[src/rtl/decoder_stage.sv]
//==============================================================================
// Module   : decoder_stage
// Summary  : Registered RV32I decoder feeding a DEPTH-entry decoded-op FIFO,
//            with JAL redirect, branch notify and illegal-opcode pulses.
// Revision : 1.0 - initial release
//==============================================================================
`default_nettype none

module decoder_stage #(
    parameter int ADDR_W = 32,
    parameter int INST_W = 32,
    parameter int REG_W  = 5,
    parameter int OP_W   = 6,
    parameter int DEPTH  = 4
) (
    input  logic              clk_in,
    input  logic              rst_in,
    input  logic              rdy_in,
    input  logic              flush_in,
    input  logic              iq_valid_in,
    input  logic [INST_W-1:0] iq_inst_in,
    input  logic [ADDR_W-1:0] iq_pc_in,
    output logic              iq_ready_out,
    output logic              iq_rst_out,
    output logic              if_en_out,
    output logic [ADDR_W-1:0] if_addr_out,
    output logic              bp_en_out,
    output logic [ADDR_W-1:0] bp_pc_out,
    output logic [ADDR_W-1:0] bp_target_out,
    output logic              illegal_out,
    output logic              disp_valid_out,
    input  logic              disp_ready_in,
    output logic [REG_W-1:0]  disp_rs_out,
    output logic [REG_W-1:0]  disp_rt_out,
    output logic [REG_W-1:0]  disp_rd_out,
    output logic [INST_W-1:0] disp_imm_out,
    output logic [OP_W-1:0]   disp_op_out,
    output logic [ADDR_W-1:0] disp_pc_out
);

    localparam int c_ptr_w = $clog2(DEPTH);
    localparam int c_cnt_w = c_ptr_w + 1;
    localparam int c_ent_w = OP_W + 3 * REG_W + INST_W + ADDR_W;

    localparam logic [0:0] c_st_run   = 1'b0;
    localparam logic [0:0] c_st_redir = 1'b1;

    localparam logic [OP_W-1:0] c_op_nop   = OP_W'(0),  c_op_lui   = OP_W'(1),  c_op_auipc = OP_W'(2);
    localparam logic [OP_W-1:0] c_op_jal   = OP_W'(3),  c_op_jalr  = OP_W'(4);
    localparam logic [OP_W-1:0] c_op_beq   = OP_W'(5),  c_op_bne   = OP_W'(6),  c_op_blt   = OP_W'(7);
    localparam logic [OP_W-1:0] c_op_bge   = OP_W'(8),  c_op_bltu  = OP_W'(9),  c_op_bgeu  = OP_W'(10);
    localparam logic [OP_W-1:0] c_op_lb    = OP_W'(11), c_op_lh    = OP_W'(12), c_op_lw    = OP_W'(13);
    localparam logic [OP_W-1:0] c_op_lbu   = OP_W'(14), c_op_lhu   = OP_W'(15);
    localparam logic [OP_W-1:0] c_op_sb    = OP_W'(16), c_op_sh    = OP_W'(17), c_op_sw    = OP_W'(18);
    localparam logic [OP_W-1:0] c_op_addi  = OP_W'(19), c_op_slti  = OP_W'(20), c_op_sltiu = OP_W'(21);
    localparam logic [OP_W-1:0] c_op_xori  = OP_W'(22), c_op_ori   = OP_W'(23), c_op_andi  = OP_W'(24);
    localparam logic [OP_W-1:0] c_op_slli  = OP_W'(25), c_op_srli  = OP_W'(26), c_op_srai  = OP_W'(27);
    localparam logic [OP_W-1:0] c_op_add   = OP_W'(28), c_op_sub   = OP_W'(29), c_op_sll   = OP_W'(30);
    localparam logic [OP_W-1:0] c_op_slt   = OP_W'(31), c_op_sltu  = OP_W'(32), c_op_xor   = OP_W'(33);
    localparam logic [OP_W-1:0] c_op_srl   = OP_W'(34), c_op_sra   = OP_W'(35), c_op_or    = OP_W'(36);
    localparam logic [OP_W-1:0] c_op_and   = OP_W'(37);

    logic [0:0]         r_state;
    logic [c_ptr_w-1:0] r_wr_ptr, r_rd_ptr;
    logic [c_cnt_w-1:0] r_count;
    logic               r_bp_en, r_illegal;
    logic [ADDR_W-1:0]  r_if_addr, r_bp_pc, r_bp_target;
    logic [c_ent_w-1:0] r_mem [DEPTH];

    logic [OP_W-1:0]   w_op;
    logic [REG_W-1:0]  w_rs, w_rt, w_rd;
    logic [INST_W-1:0] w_imm;
    logic              w_legal, w_is_br, w_is_jal;
    logic [2:0]        w_f3;
    logic              w_alt;
    logic [INST_W-1:0] w_imm_i, w_imm_s, w_imm_b, w_imm_u, w_imm_j, w_imm_sh;
    logic [ADDR_W-1:0] w_target;
    logic              w_pop, w_accept, w_push, w_full;
    logic [c_ent_w-1:0] w_entry, w_head;

    assign w_f3     = iq_inst_in[14:12];
    assign w_alt    = iq_inst_in[30];
    assign w_imm_i  = {{(INST_W-12){iq_inst_in[31]}}, iq_inst_in[31:20]};
    assign w_imm_s  = {{(INST_W-12){iq_inst_in[31]}}, iq_inst_in[31:25], iq_inst_in[11:7]};
    assign w_imm_b  = {{(INST_W-12){iq_inst_in[31]}}, iq_inst_in[7], iq_inst_in[30:25], iq_inst_in[11:8], 1'b0};
    assign w_imm_u  = INST_W'({iq_inst_in[31:12], 12'b0});
    assign w_imm_j  = {{(INST_W-20){iq_inst_in[31]}}, iq_inst_in[19:12], iq_inst_in[20], iq_inst_in[30:21], 1'b0};
    assign w_imm_sh = INST_W'(iq_inst_in[24:20]);

    // Field routing: rs/rt/rd/imm stay zero unless the format actually uses them.
    always_comb begin
        w_op = c_op_nop; w_rs = '0; w_rt = '0; w_rd = '0; w_imm = '0;
        w_legal = 1'b0; w_is_br = 1'b0; w_is_jal = 1'b0;
        case (iq_inst_in[6:0])
            7'b0110111: begin w_legal = 1'b1; w_op = c_op_lui;   w_rd = REG_W'(iq_inst_in[11:7]); w_imm = w_imm_u; end
            7'b0010111: begin w_legal = 1'b1; w_op = c_op_auipc; w_rd = REG_W'(iq_inst_in[11:7]); w_imm = w_imm_u; end
            7'b1101111: begin
                w_legal = 1'b1; w_is_jal = 1'b1; w_op = c_op_jal;
                w_rd = REG_W'(iq_inst_in[11:7]); w_imm = w_imm_j;
            end
            7'b1100111: begin
                w_legal = (w_f3 == 3'd0); w_op = c_op_jalr;
                w_rs = REG_W'(iq_inst_in[19:15]); w_rd = REG_W'(iq_inst_in[11:7]); w_imm = w_imm_i;
            end
            7'b1100011: begin
                w_is_br = 1'b1; w_legal = 1'b1;
                w_rs = REG_W'(iq_inst_in[19:15]); w_rt = REG_W'(iq_inst_in[24:20]); w_imm = w_imm_b;
                case (w_f3)
                    3'd0: w_op = c_op_beq;
                    3'd1: w_op = c_op_bne;
                    3'd4: w_op = c_op_blt;
                    3'd5: w_op = c_op_bge;
                    3'd6: w_op = c_op_bltu;
                    3'd7: w_op = c_op_bgeu;
                    default: w_legal = 1'b0;
                endcase
            end
            7'b0000011: begin
                w_legal = 1'b1;
                w_rs = REG_W'(iq_inst_in[19:15]); w_rd = REG_W'(iq_inst_in[11:7]); w_imm = w_imm_i;
                case (w_f3)
                    3'd0: w_op = c_op_lb;
                    3'd1: w_op = c_op_lh;
                    3'd2: w_op = c_op_lw;
                    3'd4: w_op = c_op_lbu;
                    3'd5: w_op = c_op_lhu;
                    default: w_legal = 1'b0;
                endcase
            end
            7'b0100011: begin
                w_legal = 1'b1;
                w_rs = REG_W'(iq_inst_in[19:15]); w_rt = REG_W'(iq_inst_in[24:20]); w_imm = w_imm_s;
                case (w_f3)
                    3'd0: w_op = c_op_sb;
                    3'd1: w_op = c_op_sh;
                    3'd2: w_op = c_op_sw;
                    default: w_legal = 1'b0;
                endcase
            end
            7'b0010011: begin
                w_legal = 1'b1;
                w_rs = REG_W'(iq_inst_in[19:15]); w_rd = REG_W'(iq_inst_in[11:7]); w_imm = w_imm_i;
                case (w_f3)
                    3'd0: w_op = c_op_addi;
                    3'd1: begin w_op = c_op_slli; w_imm = w_imm_sh; end
                    3'd2: w_op = c_op_slti;
                    3'd3: w_op = c_op_sltiu;
                    3'd4: w_op = c_op_xori;
                    3'd5: begin w_op = w_alt ? c_op_srai : c_op_srli; w_imm = w_imm_sh; end
                    3'd6: w_op = c_op_ori;
                    default: w_op = c_op_andi;
                endcase
            end
            7'b0110011: begin
                w_legal = 1'b1;
                w_rs = REG_W'(iq_inst_in[19:15]); w_rt = REG_W'(iq_inst_in[24:20]); w_rd = REG_W'(iq_inst_in[11:7]);
                case (w_f3)
                    3'd0: w_op = w_alt ? c_op_sub : c_op_add;
                    3'd1: w_op = c_op_sll;
                    3'd2: w_op = c_op_slt;
                    3'd3: w_op = c_op_sltu;
                    3'd4: w_op = c_op_xor;
                    3'd5: w_op = w_alt ? c_op_sra : c_op_srl;
                    3'd6: w_op = c_op_or;
                    default: w_op = c_op_and;
                endcase
            end
            default: w_legal = 1'b0;
        endcase
    end

    assign w_target = iq_pc_in + ADDR_W'(w_imm);
    assign w_entry  = {w_op, w_rs, w_rt, w_rd, w_imm, iq_pc_in};
    assign w_head   = r_mem[r_rd_ptr];

    assign disp_valid_out = (r_count != '0);
    assign w_full   = (r_count == c_cnt_w'(DEPTH));
    assign w_pop    = rdy_in & disp_valid_out & disp_ready_in;
    // A frozen stage must not take input, so the global enable also gates ready.
    assign iq_ready_out = rdy_in & (r_state == c_st_run) & (~w_full | w_pop) & ~flush_in;
    assign w_accept = iq_valid_in & iq_ready_out;
    assign w_push   = w_accept & w_legal;

    // Pulses are masked while frozen (and replayed on release) or cancelled by flush.
    assign if_en_out     = (r_state == c_st_redir) & rdy_in & ~flush_in;
    assign iq_rst_out    = if_en_out;
    assign bp_en_out     = r_bp_en & rdy_in & ~flush_in;
    assign illegal_out   = r_illegal & rdy_in & ~flush_in;
    assign if_addr_out   = r_if_addr;
    assign bp_pc_out     = r_bp_pc;
    assign bp_target_out = r_bp_target;

    assign disp_op_out  = disp_valid_out ? w_head[c_ent_w-1 -: OP_W] : c_op_nop;
    assign disp_rs_out  = disp_valid_out ? w_head[ADDR_W+INST_W+2*REG_W +: REG_W] : '0;
    assign disp_rt_out  = disp_valid_out ? w_head[ADDR_W+INST_W+REG_W +: REG_W] : '0;
    assign disp_rd_out  = disp_valid_out ? w_head[ADDR_W+INST_W +: REG_W] : '0;
    assign disp_imm_out = disp_valid_out ? w_head[ADDR_W +: INST_W] : '0;
    assign disp_pc_out  = disp_valid_out ? w_head[ADDR_W-1:0] : '0;

    always_ff @(posedge clk_in) begin
        if (rst_in) begin
            r_state     <= c_st_run;
            r_wr_ptr    <= '0;
            r_rd_ptr    <= '0;
            r_count     <= '0;
            r_bp_en     <= 1'b0;
            r_illegal   <= 1'b0;
            r_if_addr   <= '0;
            r_bp_pc     <= '0;
            r_bp_target <= '0;
        end else if (rdy_in) begin
            if (flush_in) begin
                r_state   <= c_st_run;
                r_wr_ptr  <= '0;
                r_rd_ptr  <= '0;
                r_count   <= '0;
                r_bp_en   <= 1'b0;
                r_illegal <= 1'b0;
            end else begin
                r_bp_en   <= w_push & w_is_br;
                r_illegal <= w_accept & ~w_legal;
                if (r_state == c_st_redir) begin
                    r_state <= c_st_run;
                end else if (w_push & w_is_jal) begin
                    r_state   <= c_st_redir;
                    r_if_addr <= w_target;
                end
                if (w_push & w_is_br) begin
                    r_bp_pc     <= iq_pc_in;
                    r_bp_target <= w_target;
                end
                if (w_push) r_wr_ptr <= r_wr_ptr + c_ptr_w'(1);
                if (w_pop)  r_rd_ptr <= r_rd_ptr + c_ptr_w'(1);
                r_count <= r_count + c_cnt_w'(w_push) - c_cnt_w'(w_pop);
            end
        end
    end

    always_ff @(posedge clk_in) begin
        if (!rst_in && w_push) r_mem[r_wr_ptr] <= w_entry;
    end

endmodule

`default_nettype wire

[config.mk]
export PLATFORM = sky130hd
export DESIGN_NAME = decoder_stage
export DESIGN_NICKNAME = d
export VERILOG_FILES = /design/src/rtl/decoder_stage.sv
export SDC_FILE = /design/constraint.sdc
export NUM_CORES = 1
export LEC_CHECK = 0
export ABC_CLOCK_PERIOD_IN_PS = 5800
export CORE_ASPECT_RATIO = 0.5
export CORE_UTILIZATION = 43
export DETAILED_ROUTE_END_ITERATION = 10
export GPL_TIMING_DRIVEN = 0
export SETUP_SLACK_MARGIN = 0.5
export SYNTH_ARGS = -nofsm -noshare
export SYNTH_HDL_FRONTEND = slang
export SYNTH_SLANG_ARGS = --single-unit
export TNS_END_PERCENT = 20
[constraint.sdc]
create_clock -name clk_in -period 5.8 [get_ports clk_in]
set_clock_uncertainty 0.2 [all_clocks]
set_input_delay 1.16 -clock clk_in [delete_from_list [all_inputs] [get_ports clk_in]]
set_output_delay 1.16 -clock clk_in [all_outputs]
set_load 0.01 [all_outputs]
==> impl_metrics.toml, run 1 <==
[finish]
multi_input_comb_area_sq_um = 7050
fin_nets = 1896
final_util = 0.550
drive_gt1_frac = 0.131
syn_to_final_growth_pct = 25.9
regArea_sq_um = 12400
fill_cells = 3768

[worst_setup_path]
cp-start-kind = "input port"
crit_fanout = 10
arrival_ns = 5.47
crit_required_ns = 6.02
worstSetupEndpointType = "flop"
criticalPathCategory = "input port to flop"
ff2ff_path_depth = 8

[floorplan]
die_x_microns = 305
chipHeight_microns = 154
initial_core_util = 0.437
ios = 257
core_area_sq_um = 45300
std_cell_rows = 55
die_area_sq_um = 46900

[clocking]
cts_root_buf = "clkbuf_16"
cts_buffers = 43
clk_pin_slew_worst_paths_ns = 0.06
max-clock-path-buffers = 3
htreeDepth = 2
cts_num_sinks = 448
cts_tree = "built"
clkLatencyLatePin_ns = 0.56

[pwr]
power_density_nw_per_um2 = 272
p_leak_nw = 8.65
peakVddDrop_mv = 0.190
finalPower_mw = 6.78

[sta]
worst_slew_pin_slew_ns = 1.12
timing.fmax_ghz = 0.190
slew_headroom = 0.253
slew_violations = 0
fin_crit_ns = 5.25
grt_setup_unrepaired = "yes"
fin_crit_sh = 0.905
timing.final.hold_violations = 0
setup_viol = 0

[global_routing]
grtUsageMet1 = 0.337
grt_pass1_vias = 13526
grt_antenna_before_repair = 1
grt.overflow.total = 0
grtUsageMet3 = 0.0425
grt_pass1_wl_mm = 86.6
use_met2 = 0.413
busiest_layer = "met2"
track_usage = 0.248
grt_max_degree = 48

[synthesis]
yosys_warnings = 0
ys_types = 86
syn_nets = 1581
syn_area_per_cell_sq_um = 13.4
postSynthCellCount = 1472
seq_area_frac_synth = 0.625
synth_flop_cell = "edfxtp_1"
async_flop_share = 0
netlist_area_sq_um = 19800
synth_edf_count = 340
synth_seq_cells = 448

[detailed_routing]
wl_per_cell_microns = 24.2
drtIter0Drc = 922
vias = 13726
drc = 0
detail-route-antenna-nets = 0
dr.pass1.iters = 5
wl_mm = 58.6
vias_per_cell = 5.67

[placed_design]
gp_congestion = 0.917
post-dp-hpwl_mm = 42.3
io_buffers = 254

[hold_path]
worstHoldPathType = "flop to flop"
hold_depth = 2

[outcome]
status = "finished clean"

[flow_run]
max_cap_viol_count = 0
[critical path: stages]
cell and delay [ns]:
clkdlybuf4s50_1 0.59, clkbuf_2 0.25, clkbuf_2 0.26, nand4b_1 0.15, o21ai_0 0.14, a21bo_2 0.22, a22o_1 0.41, ha_1 0.38
a21oi_1 0.24, o211ai_1 0.22, buf_4 0.20, a221oi_2 0.34, nand2_1 0.10, a211oi_1 0.33, xor2_1 0.19, buf_4 0.17
o22ai_1 0.09
[registers in the layout, indices dropped and copies added (netlist names), named ones only]
name and count:
if_addr_out 32, bp_target_out 32, r_mem 340, r_count 3, bp_pc_out 32, r_rd_ptr 2
r_illegal 1, r_bp_en 1, r_state 1, r_wr_ptr 2
[worst paths after layout]
| path | startpoint | slack (ns) | endpoint |
|---|---|---|---|
| setup reg to reg | r_count[1] | 2.50 | r_mem[2][24] |
| hold reg to reg | bp_target_out[0] | 0.25 | bp_target_out[0] |
| hold / removal | bp_target_out[0] | 0.25 | bp_target_out[0] |
| setup / recovery | iq_inst_in[6] | 0.55 | if_addr_out[17] |
[layer usage]
| metal | up-vias | part of all wire | wire length [microns] |
|---|---|---|---|
| li1 | 6235 | - | - |
| met1 | 6974 | 0.43 | 24900 |
| met2 | 436 | 0.49 | 28600 |
| met3 | 81 | 0.064 | 3740 |
| met4 | 0 | 0.023 | 1350 |
| met5 | - | 0 | 0 |
[where the power goes]
part,internal [mW],leakage (nW),switching (mW)
sequential,3.43,4.01,0.000466
combinational,0.103,3.90,0.189
clock,1.80,0.742,1.26
[cell usage after synthesis (10+ instances only)]
master    number  share of area
edfxtp_1     340           0.52
clkbuf_1      57          0.011
a211oi_1      10         0.0038
mux4_2        85          0.097
o21ai_0       30         0.0076
nand2_1      180          0.034
o211ai_1      10         0.0038
a21oi_1       98          0.025
dfxtp_1      108           0.11
xnor2_1       12         0.0053
buf_2         17         0.0043
and3_1        16         0.0051
inv_1         24         0.0046
ha_1          37          0.023
nor3_1        21         0.0053
nand3_1       36         0.0091
nor2_1        54          0.010
a31oi_1       12         0.0038
and2_1       120          0.038
a21o_1        31          0.012
[kinds of logic after synthesis]
family                   count (synthesis)  share of synthesized area
AND/OR/NAND/NOR                        489                      0.126
AO/OA/AOI/OAI                          280                     0.0943
adder cells (fa/ha/maj)                 39                     0.0254
multiplexers                            86                     0.0973
flip-flops                             448                      0.625
XOR/XNOR                                20                    0.00885
buffers and inverters                  110                     0.0233
[cell type report]
class                           instances  area share
Inverter                               24     0.00362
Antenna cell                            1    0.000100
Clock inverter                         31      0.0163
Timing Repair Buffer                  270       0.110
Tap cell                              598      0.0300
Buffer                                 86      0.0152
Multi-Input combinational cell        914       0.283
Sequential cell                       448       0.497
Clock buffer                           49      0.0449
[what timing repair did]
item,CTS,global route
cloned,0,0
pin swaps,2,5
gates resized for setup,7,26
buffers inserted,4,6
endpoints found under the setup margin,38,45
hold buffers,0,0
[through the flow]
stage	setup slack (ns)	instances	TNS [ns]	hold slack (ns)	instance area, sq um
3_5_place_dp	-0.731	2330	-14.42	0.247	23200
3_3_place_gp	-1.78	2324	-610.86	0.241	23100
2_1_floorplan	0.704	1472	0	0.240	19800
6_report	0.549	2421	0	0.254	24900
4_1_cts	0.295	2414	0	0.259	24800
5_1_grt	0.359	2420	0	0.275	24900
[cell usage in the layout (no fill, tap or decap), types with 10 or more instances in the layout]
cell type          n
nand3_1           36
xnor2_1           11
a31oi_1           12
buf_2             17
and3_1            16
a21oi_1           97
edfxtp_1         340
o21ai_0           27
buf_4             13
clkbuf_16         44
ha_1              36
dfxtp_1          108
nand2_1          180
o211ai_1          10
inv_1             24
nor3_1            20
mux4_2            85
clkdlybuf4s50_1  254
nor2_1            53
clkbuf_1          56
and2_1           115
a21o_1            26
(Power assumes the default switching activity.)
==> run 2, diff against run 1 <==
--- a/config.mk
+++ b/config.mk
@@ -7,6 +7,7 @@
 export LEC_CHECK = 0
 export ABC_CLOCK_PERIOD_IN_PS = 5800
 export CORE_ASPECT_RATIO = 0.5
+export CORE_MARGIN = 2
 export CORE_UTILIZATION = 43
 export DETAILED_ROUTE_END_ITERATION = 10
 export GPL_TIMING_DRIVEN = 0
==> run 2 against run 1 <==
Net effect: total power down 3.4%; critical path depth unchanged; via count up 0.85%; flip-flop and latch count unchanged; final cell count down 0.17%; final area down 0.54%; first-iteration DRC count up 39%; critical endpoint is now if_addr_out[21].
==> impl_metrics.toml, run 2 (same netlist as run 1, synthesis figures left out) <==
[floorplan]
core_area_sq_um = 45300
die_x_microns = 307
die_area_sq_um = 47900
chipHeight_microns = 156
ios = 257
std_cell_rows = 55
initial_core_util = 0.437

[worst_setup_path]
crit_path_max_incr_delay_ns = 0.54
crit_required_ns = 6.09
worstSetupEndpointType = "flop"
cpMaxStageDelayCell = "clkdlybuf4s50_1"
cp-start-kind = "input port"
arrival_ns = 5.55
cp_cell_sequence = "clkdlybuf4s50_1 > clkbuf_2 > buf_2 > nand4b_1 > o21ai_0 > a21bo_2 > a22oi_2 > inv_2 > ha_1 > a21oi_2 > o211ai_1 > a22oi_2 > a21oi_2 > buf_4 > a31oi_1 > or4_1 > nand3_1"
crit_fanout = 10
criticalPathCategory = "input port to flop"

[pwr]
peakVddDrop_mv = 0.182
power_density_nw_per_um2 = 264
finalPower_mw = 6.55
p_leak_nw = 8.58

[finish]
multi_input_comb_area_sq_um = 7060
drive_gt1_frac = 0.133
layout_commonest_cell = "edfxtp_1"
diodes = 0
syn_to_final_growth_pct = 25.2
final_util = 0.547
mostFrequentLayoutCells = "340 x edfxtp_1, 254 x clkdlybuf4s50_1, 180 x nand2_1"
fill_cells = 3762
top_register = "r_mem"
largest_register_ffs = 340
regArea_sq_um = 12400
fin_nets = 1895

[clocking]
max-clock-path-buffers = 3
cts_num_sinks = 448
cts_buffers = 42
cts_root_buf = "clkbuf_16"
hold_buffers = 0
cts_tree = "built"
htreeDepth = 2
clk_pin_slew_worst_paths_ns = 0.07
clkLatencyLatePin_ns = 0.55

[sta]
fin_crit_ns = 5.26
fin_crit_sh = 0.906
slew_violations = 0
setup_viol = 0
grt_setup_unrepaired = "yes"
worst_slack_ns = 0.542
timing.fmax_ghz = 0.190
slew_headroom = 0.284
timing.final.hold_violations = 0
worst_slew_pin_slew_ns = 1.07
fin_tns_setup_ns = 0

[detailed_routing]
vias = 13842
wl_mm = 59.0
wl_per_cell_microns = 24.4
drtIter0Drc = 1278
drc = 0
detail-route-antenna-nets = 0
vias_per_cell = 5.73
dr.pass1.iters = 5

[flow_run]
max_cap_viol_count = 0

[global_routing]
busiest_layer = "met2"
grt.overflow.total = 0
track_usage = 0.243
use_met2 = 0.415
grt_max_degree = 52
grt_antenna_before_repair = 1
grtUsageMet3 = 0.0330
grt_pass1_wl_mm = 86.6
grt_pass1_vias = 13586
grtUsageMet1 = 0.336

[hold_path]
worstHoldPathType = "flop to flop"

[placed_design]
io_buffers = 254
preCtsSetupSlack_ns = -0.795
post-dp-hpwl_mm = 42.5
gp_congestion = 0.921

[outcome]
status = "finished clean"
==> run 2: changes by cell type in the layout (fill, tap and decap cells not counted), sizes merged <==
cell      previous run  this run
buf                 45        46
diode                1         0
clkinvlp             1         3
clkinv              17        14
clkbuf             106       109
bufinv               9         4
inv                 28        27
==> run 2: layout make-up <==
class | count | share of cell area
plain buffers | 86 | 0.0152
clock buffers | 53 | 0.0457
clock inverters | 24 | 0.0100
inverters | 24 | 0.00364
multi-input cells | 914 | 0.285
flip-flops and latches | 448 | 0.499
well taps | 598 | 0.0302
repair buffers | 270 | 0.111
==> run 2: worst paths after layout <==
path,start,end,slack (ns),cells after the start
setup / recovery,iq_inst_in[6],if_addr_out[21],0.54,17
hold / removal,if_addr_out[14],if_addr_out[14],0.26,2
setup reg to reg,r_count[1],r_mem[0][76],2.45,8
hold reg to reg,if_addr_out[14],if_addr_out[14],0.26,2
==> run 2: layer usage <==
layer / vias to the layer above / part of all wire
li1: 6223 / -
met1: 7115 / 0.43
met2: 430 / 0.49
met3: 72 / 0.055
met4: 2 / 0.017
met5: - / 0.00022
==> run 2: critical path, delay by kind of cell <==
family	cells	cell delay, ns
and+or+nand+nor	3	0.72
AOI/OAI and AO/OA	8	2.00
adders and majority gates	1	0.33
buffers and inverters	5	1.34
==> run 2: metrics by stage <==
| step | instance area [sq um] | std cells | hold WS (ns) |
|---|---|---|---|
| global route | 24800 | 2417 | 0.270 |
| global placement | 23100 | 2324 | 0.241 |
| CTS | 24700 | 2412 | 0.256 |
| detailed placement | 23200 | 2329 | 0.247 |
| finish | 24800 | 2417 | 0.257 |
| floorplan | 19800 | 1472 | 0.240 |
==> run 2: power breakdown <==
part / switching [mW] / leakage, nW / internal (mW)
Clock: 1.25 / 0.670 / 1.58
Sequential: 0.000469 / 4.01 / 3.43
Combinational: 0.191 / 3.90 / 0.103
==> run 2: repair_timing <==
| action | 4_1_cts | 5_1_grt |
|---|---|---|
| endpoints found under the setup margin | 36 | 43 |
| pin swaps | 4 | 5 |
| resized for setup | 9 | 29 |
| setup buffers | 6 | 5 |
==> run 3, diff against run 2 <==
--- a/config.mk
+++ b/config.mk
@@ -5,12 +5,14 @@
 export SDC_FILE = /design/constraint.sdc
 export NUM_CORES = 1
 export LEC_CHECK = 0
-export ABC_CLOCK_PERIOD_IN_PS = 5800
+export ABC_CLOCK_PERIOD_IN_PS = 4500
 export CORE_ASPECT_RATIO = 0.5
 export CORE_MARGIN = 2
 export CORE_UTILIZATION = 43
 export DETAILED_ROUTE_END_ITERATION = 10
+export DONT_BUFFER_PORTS = 1
 export GPL_TIMING_DRIVEN = 0
+export PLACE_DENSITY = 0.68
 export SETUP_SLACK_MARGIN = 0.5
 export SYNTH_ARGS = -nofsm -noshare
 export SYNTH_HDL_FRONTEND = slang
==> constraint.sdc (replaced) <==
create_clock -name clk_in -period 4.5 [get_ports clk_in]
set_clock_uncertainty 0.2 [all_clocks]
set_input_delay 0.9 -clock clk_in [delete_from_list [all_inputs] [get_ports clk_in]]
set_output_delay 0.9 -clock clk_in [all_outputs]
set_load 0.01 [all_outputs]
==> run 3 against run 2 <==
Net effect: final area fell by 9.0%; combinational power fell by 6%; sequential share of layout area rose by 4.9 points; utilization fell by 4.9 points; largest cell class unchanged; final cell count fell by 10%; routed wire length fell by 6.2%; clock-buffer cell count rose by 11.
==> impl_metrics.toml, run 3 (same netlist as run 1, synthesis figures left out) <==
[global_routing]
track_usage = 0.227
grt_antenna_before_repair = 2
grt.overflow.total = 0
grt_pass1_vias = 12134
grt_pass1_wl_mm = 80.2
grt_max_degree = 56

[pwr]
seqPwrFrac = 0.520
power_frac_clock = 0.447
pwr-share-comb = 0.033
power_density_nw_per_um2 = 377
switching_share = 0.206
p_switching_mw = 1.75
peakVddDrop_mv = 0.241
internal_power_mw = 6.74
p_leak_nw = 7.80

[finish]
drive_gt1_frac = 0.182
layout_commonest_cell = "edfxtp_1"
fin_nets = 1644
multi_input_comb_area_sq_um = 7250
syn_to_final_growth_pct = 14.0
mostFrequentLayoutCells = "340 x edfxtp_1, 178 x nand2_1, 111 x and2_1"
fill_cells = 3843
final_util = 0.498
regArea_sq_um = 12400
top_register = "r_mem"
largest_register_ffs = 340

[placed_design]
gp_congestion = 0.914
io_buffers = 0
post-dp-hpwl_mm = 39.4
preCtsSetupSlack_ns = -1.13

[worst_setup_path]
cp_cell_sequence = "buf_2 > nand3b_1 > a21boi_1 > nand2b_4 > a21oi_1 > clkbuf_4 > a21o_2 > ha_1 > a21oi_1 > o21ai_1 > a221oi_1 > nand2_1 > a221oi_2 > xnor2_1 > a211oi_1"
startpoint = "iq_inst_in[4]"
arrival_ns = 4.28
r2r-start = "r_count[1]"
crit_path_max_incr_delay_ns = 0.38
crit_required_ns = 4.77
cp_num_buf_inv = 2
cp-start-kind = "input port"
criticalPathCategory = "input port to flop"
reg2reg_setup_slack_ns = 0.82
cpMaxStageDelayCell = "ha_1"
path_common_cell = "a21oi_1"
cpLargestDelayFamily = "compound AO/OA/AOI/OAI gates"
crit_fanout = 10
worstSetupEndpointType = "flop"

[detailed_routing]
dr.pass1.iters = 5
drtIter0Drc = 1519
wl_per_cell_microns = 25.5
wl_mm = 55.4
wirelength_met1_mm = 21.6
vias_per_cell = 5.93
detail-route-antenna-nets = 0
highest_layer = "met4"
route.met3.wl_mm = 4.23
drc = 0
wl_met2_mm = 27.8
vias = 12855

[floorplan]
initial_core_util = 0.437
std_cell_rows = 55
die_x_microns = 307
ios = 257
core_area_sq_um = 45300
chipHeight_microns = 156
die_area_sq_um = 47900

[sta]
setup_viol = 0
fin_tns_setup_ns = 0
worst_slew_pin_slew_ns = 1.00
hold_ws_ns = 0.227
slew_headroom = 0.330
slew_violations = 0
timing.fmax_ghz = 0.249
fin_crit_ns = 4.02
worst_slack_ns = 0.484
fin_crit_sh = 0.892
grt_setup_unrepaired = "yes"
timing.final.hold_violations = 0

[hold_path]
worstHoldPathType = "input port to flop"
worst_hold_startpoint = "iq_pc_in[19]"

[clocking]
cts_buffers = 44
cts_root_buf = "clkbuf_16"
clkLatencyLatePin_ns = 0.56
max-clock-path-buffers = 3
htreeDepth = 2
cts_tree = "built"
cts_num_sinks = 448
clk_pin_slew_worst_paths_ns = 0.07

[flow_run]
max_cap_viol_count = 0

[outcome]
status = "finished clean"
==> run 3: worst register-to-register path: cells and delay by family (launching register included) <==
kind,cells,cell delay (ns)
and+or+nand+nor,5,2.18
AOI/OAI and AO/OA,1,0.20
buffers and inverters,1,0.32
DFF,1,0.42
==> run 3: worst paths after layout <==
| kind | cells after the start | to |
|---|---|---|
| setup / recovery | 15 | bp_target_out[31] |
| hold / removal | 0 | r_mem[1][19] |
| setup reg to reg | 7 | r_mem[2][75] |
| hold reg to reg | 2 | r_bp_en |
==> run 3: cell type report <==
type / count / share of cell area
Buffer: 86 / 0.0175
Clock inverter: 16 / 0.00887
Sequential cell: 448 / 0.548
Antenna cell: 2 / 0.000222
Clock buffer: 64 / 0.0572
Inverter: 24 / 0.00399
Tap cell: 598 / 0.0332
Multi-Input combinational cell: 914 / 0.321
Timing Repair Buffer: 17 / 0.00921
==> run 3: per-layer routing <==
layer | vias to the layer above | global-route usage
met1 | 6533 | 0.293
met2 | 500 | 0.387
li1 | 5723 | -
met3 | 99 | 0.0420
met4 | 0 | 0.0771
met5 | - | 0
==> run 3: what timing repair did <==
action,CTS,global route
gates resized for setup,46,64
endpoints found under the setup margin,98,85
hold buffers,0,0
buffers inserted,6,7
pin swaps,6,11
==> run 3: power groups by stage <==
stage / Combinational [mW] / Clock, mW / Sequential (mW)
6_report: 0.276 / 3.80 / 4.42
3_5_place_dp: 0.244 / 0 / 4.51
2_1_floorplan: 0.172 / 0 / 4.51
3_3_place_gp: 0.242 / 0 / 4.51
4_1_cts: 0.253 / 3.85 / 4.42
5_1_grt: 0.297 / 4.00 / 4.42
==> run 3: per-stage QoR <==
stage	power, mW	instances	cell area, sq um
after CTS	8.52	2160	22300
after global placement	4.75	2070	20500
after floorplan	4.68	1472	19800
after global routing	8.72	2167	22600
final	8.49	2169	22600
after detailed placement	4.75	2074	20700
